==> src/rtl/nibble_serial_sub.sv <==
// nibble_serial_sub: serial two's-complement subtractor, one 4-bit nibble per cycle.
// Each nibble is summed in carry-select form: the low 2 bits ripple from the
// carry register, and the high 2 bits are formed for both carry-ins and then selected.
// Optional feature macro: NSUB_ADD_MODE_EN adds the port `op` (1 = subtract, 0 = add).
module nibble_serial_sub #(
  parameter int NIB = 4
) (
  input  logic             clk,
  input  logic             rst_n,
  input  logic             start,
`ifdef NSUB_ADD_MODE_EN
  input  logic             op,
`endif
  input  logic [4*NIB-1:0] A,
  input  logic [4*NIB-1:0] B,
  output logic             busy,
  output logic             done,
  output logic [4*NIB-1:0] D,
  output logic             Bout,
  output logic             V
);

  localparam int W  = 4 * NIB;
  localparam int CW = (NIB > 1) ? $clog2(NIB) : 1;
  localparam logic [CW-1:0] LAST = CW'(NIB - 1);

  typedef enum logic [1:0] {IDLE, BUSY, DONE} state_t;

  state_t          state_reg, state_next;
  logic [CW-1:0]   cnt_reg;
  logic            carry_reg;
  logic [W-1:0]    opa_reg, opb_reg;
  logic            sub_reg;
  logic            op_in;
  logic            accept;
  logic            last;

  logic [3:0]      nib_a [NIB];
  logic [3:0]      nib_b [NIB];
  logic [3:0]      na, nb;
  logic [2:0]      lo, hi0, hi1, hi;
  logic [3:0]      nib_sum;
  logic            nib_cout;
  logic            top_cin;

`ifdef NSUB_ADD_MODE_EN
  assign op_in = op;
`else
  assign op_in = 1'b1;
`endif

  assign accept = start && ((state_reg == IDLE) || (state_reg == DONE));
  assign last   = (cnt_reg == LAST);
  assign busy   = (state_reg == BUSY);
  assign done   = (state_reg == DONE);

  // Split the operand registers into nibble lanes so the active lane is a plain mux.
  generate
    for (genvar gi = 0; gi < NIB; gi++) begin : g_lane
      assign nib_a[gi] = opa_reg[4*gi +: 4];
      assign nib_b[gi] = opb_reg[4*gi +: 4];
    end
  endgenerate

  // Carry-select sum of the active nibble.
  always_comb begin
    na       = nib_a[cnt_reg];
    nb       = nib_b[cnt_reg];
    lo       = {1'b0, na[1:0]} + {1'b0, nb[1:0]} + {2'b00, carry_reg};
    hi0      = {1'b0, na[3:2]} + {1'b0, nb[3:2]};
    hi1      = hi0 + 3'd1;
    hi       = lo[2] ? hi1 : hi0;
    nib_sum  = {hi[1:0], lo[1:0]};
    nib_cout = hi[2];
    // The carry into the nibble's top bit is recovered from its sum bit.
    top_cin  = nib_sum[3] ^ na[3] ^ nb[3];
  end

  // State register.
  always_ff @(posedge clk or negedge rst_n) begin
    if (!rst_n) state_reg <= IDLE;
    else        state_reg <= state_next;
  end

  // Next-state logic: NIB BUSY cycles, then one DONE cycle; start in DONE re-launches.
  always_comb begin
    state_next = state_reg;
    case (state_reg)
      IDLE:    if (start) state_next = BUSY;
      BUSY:    if (last)  state_next = DONE;
      DONE:    state_next = start ? BUSY : IDLE;
      default: state_next = IDLE;
    endcase
  end

  // Operand capture on an accepted start and nibble-by-nibble result accumulation.
  always_ff @(posedge clk or negedge rst_n) begin
    if (!rst_n) begin
      cnt_reg   <= '0;
      carry_reg <= 1'b0;
      opa_reg   <= '0;
      opb_reg   <= '0;
      sub_reg   <= 1'b1;
      D         <= '0;
      V         <= 1'b0;
      Bout      <= 1'b0;
    end else if (accept) begin
      cnt_reg   <= '0;
      opa_reg   <= A;
      opb_reg   <= op_in ? ~B : B;
      carry_reg <= op_in;
      sub_reg   <= op_in;
    end else if (state_reg == BUSY) begin
      D[4*cnt_reg +: 4] <= nib_sum;
      carry_reg         <= nib_cout;
      cnt_reg           <= last ? '0 : cnt_reg + 1'b1;
      if (last) begin
        V    <= top_cin ^ nib_cout;
        Bout <= sub_reg ? ~nib_cout : nib_cout;
      end
    end
  end

endmodule

==> config.mk <==
export PLATFORM = sky130hd
export DESIGN_NAME = nibble_serial_sub
export DESIGN_NICKNAME = d
export VERILOG_FILES = /design/src/rtl/nibble_serial_sub.sv
export SDC_FILE = /design/constraint.sdc
export NUM_CORES = 1
export LEC_CHECK = 0
export CAP_MARGIN = 5
export CELL_PAD_IN_SITES_DETAIL_PLACEMENT = 0
export CELL_PAD_IN_SITES_GLOBAL_PLACEMENT = 2
export CORE_ASPECT_RATIO = 1.25
export CORE_MARGIN = 2
export CORE_UTILIZATION = 37
export CTS_BUF_LIST = sky130_fd_sc_hd__clkbuf_4 sky130_fd_sc_hd__clkbuf_8
export CTS_CLUSTER_DIAMETER = 40
export DETAILED_ROUTE_END_ITERATION = 7
export GPL_TIMING_DRIVEN = 0
export PLACE_DENSITY = 0.88
export SLEW_MARGIN = 10
export SYNTH_ARGS = -nofsm -noshare
export SYNTH_HDL_FRONTEND = slang
export SYNTH_SLANG_ARGS = --single-unit
==> constraint.sdc <==
create_clock -name clk -period 6.05 [get_ports clk]
set_clock_uncertainty 0.1 [all_clocks]
set_input_delay 1.21 -clock clk [delete_from_list [all_inputs] [get_ports clk]]
set_output_delay 1.21 -clock clk [all_outputs]
set_load 0.01 [all_outputs]
==> results.md <==
- Largest net degree at the start of global routing: 34
- Register area share after synthesis: 0.550
- Crit. Startpoint: cnt_reg[0]$_DFFE_PN0P_
- Post-layout min period: 3310 ps
- Drt wl/cell: 14.0 microns
- Vias: 1719
- Clk slew on worst S/H paths: 100 ps
- Syn_area_per_cell: 12.0 sq um
- Die area: 7440 sq um
- Fraction of registers with async set/reset: 1.00
- First-pass GRT wire length: 8400 microns
- Site Rows: 33
- Actual slew at the worst max-slew pin: 577 ps
- H-tree depth: 2
- Status: finished clean
- ANT cells: 0
- Die width: 77.5 microns
- R2r startpoint: cnt_reg[0]$_DFFE_PN0P_
- Top_reg_cell synth: dfrtp_1
- Power Dens Cells: 591 nW/um^2
- #FFs+latches synth: 55
- Most frequent cells in the layout: 55 x dfrtp_1, 53 x clkdlybuf4s50_1, 43 x nand2_1, 34 x o21ai_0, 16 x mux2_2
- DRT Pass-1 Iters: 4
- Critical Path AT: 3450 ps
- Total grt overflow: 0
- Gr usage total: 0.147
- CTS tree: done
- Most common cell after layout, fill and taps aside: dfrtp_1
- Setup-failing EPs final: 0
- Final layout net count: 316
- Metal2 WL: 2620 microns
- Max layer used: met4
- Slew Viols, Final: 0
- Net Count, Synth: 254
- Initial DRC Count: 65
- Max-slew headroom: 0.615
- Worst vdd ir: 0.314 mV
- Final period util: 0.548
- Cell taking the most area after synthesis: dfrtp_1
- Post-route setup TNS: 0 ps
- Crit end category: flop
- Via-per-instance ratio: 4.80
- Max FO, Critical Path: 10
- Die Span Y: 95.9 microns
- Hold Fails Final Rpt: 0
- Number of synthesized flops with an enable pin: 0
- Max-cap violations: 0
- Syn Std Cell Area: 2500 sq um
- Drt total wl: 5010 microns
- Top cells by area, synth: dfrtp_1 55%, mux4_1 7.4%, mux2_2 7.2%, o21ai_0 6.8%, nand2_1 6.5%
- Register-to-register setup slack: 2740 ps
- Hold path start: opb_reg[9]$_DFFE_PN0P_
- Initial cell density of the core: 0.381
- Initial antenna violation count: 0
- Max Clock Freq: 302 MHz
- WS Path Type: flop to flop
- Mapped Cells: 208
- YS warnings: 0
- Drt drc: 0
- I/O pins: 55
- Antenna Nets Post-Route: 0
- Port-buffer cells: 54
- Skew-Pair Late Insertion Delay: 300 ps
- Synth top area share: 0.550
- Synth cell types: 27
- Core area: 6570 sq um
- RSZ-0062 raised after global routing: no
- CTS max path bufs: 2
- Leak: 1.45 nW
- Fillcell total: 603
- Vias in the first global route: 1768
- Worst hold path type: flop to flop
- Post-CTS setup-driven buffer insertion count: 0
- Post-cts resize count: 0
- DP HPWL: 3790 microns
- CP startpoint kind: flop
- Hold Buf Count CTS: 0
- CTS Sinks: 55
- WL met3: 147 microns
- Clk root buf: clkbuf_8
- CTS Buf Count: 5
- Area delta synth->final: 30.7%
- Final Wtd Congestion: 0.754
- Required time worst endpoint: 6190 ps
- Wl on met1: 2170 microns
- Final Power: 1.93 mW
- Share of post-route cells with drive strength above 1: 0.114
area by class of cell:
class / count / area, sq um / area share
inverters: 12 / 45.0 / 0.0138
flip-flops and latches: 55 / 1380 / 0.421
plain buffers: 7 / 36.3 / 0.0111
multi-input cells: 134 / 1040 / 0.319
clock buffers: 8 / 104 / 0.0318
well taps: 87 / 109 / 0.0333
repair buffers: 55 / 556 / 0.170
per-layer routing:
layer  global-route usage  vias to the layer above
li1                     -                      842
met2                0.267                       40
met4               0.0506                        0
met1                0.178                      831
met3               0.0263                        6
met5                    0                        -
final timing paths:
| path | end | cells past startpoint |
|---|---|---|
| worst max-delay path | V$_DFFE_PN0P_ | 11 |
| worst min-delay path | opb_reg[9]$_DFFE_PN0P_ | 2 |
| worst max register to register | V$_DFFE_PN0P_ | 11 |
| worst min register to register | opb_reg[9]$_DFFE_PN0P_ | 2 |
| max in group asynchronous | cnt_reg[1]$_DFFE_PN0P_ | 2 |
| min in group asynchronous | D[2]$_DFFE_PN0P_ | 1 |
stage by stage:
step / setup slack [ps] / instances / area, sq um / util / hold slack (ps)
4_1_cts: 2720 / 358 / 3270 / 0.498 / 388
2_1_floorplan: 3010 / 208 / 2500 / - / 342
6_report: 2740 / 358 / 3270 / 0.498 / 379
3_5_place_dp: 2730 / 350 / 3170 / 0.482 / 366
5_1_grt: 2490 / 358 / 3270 / 0.498 / 420
3_3_place_gp: 1980 / 349 / 3150 / 0.480 / 356
cell usage after synthesis (3+ instances only):
library cell,instances
clkbuf_1,3
dfrtp_1,55
fa_1,3
ha_1,8
inv_1,12
mux2_2,16
mux4_1,7
nand2_1,43
o21ai_0,34
o31ai_1,4
xor2_1,3
report_power, final:
group | internal (mW) | leakage, nW | switching [mW] | total, mW
clock network | 0.109 | 0.0549 | 0.114 | 0.224
logic | 0.528 | 0.706 | 0.566 | 1.09
registers | 0.530 | 0.690 | 0.0845 | 0.615
logic make-up after synthesis:
family | count (synthesis) | synth area share
flip-flops | 55 | 0.550
XOR/XNOR | 5 | 0.0230
adder cells (fa/ha/maj) | 11 | 0.0640
AO/OA/AOI/OAI | 40 | 0.0855
buffers and inverters | 19 | 0.0325
AND/OR/NAND/NOR | 54 | 0.0900
multiplexers | 24 | 0.155
critical path, cell delays in order (launching register included):
cell and delay [ps]:
dfrtp_1 470, buf_6 200, mux4_1 610, ha_1 200, inv_1 70, fa_1 430, inv_1 70, ha_1 240
xor2_1 160, o21ai_0 220, xnor3_1 350, o21ai_1 120
(Power assumes the default switching activity.)
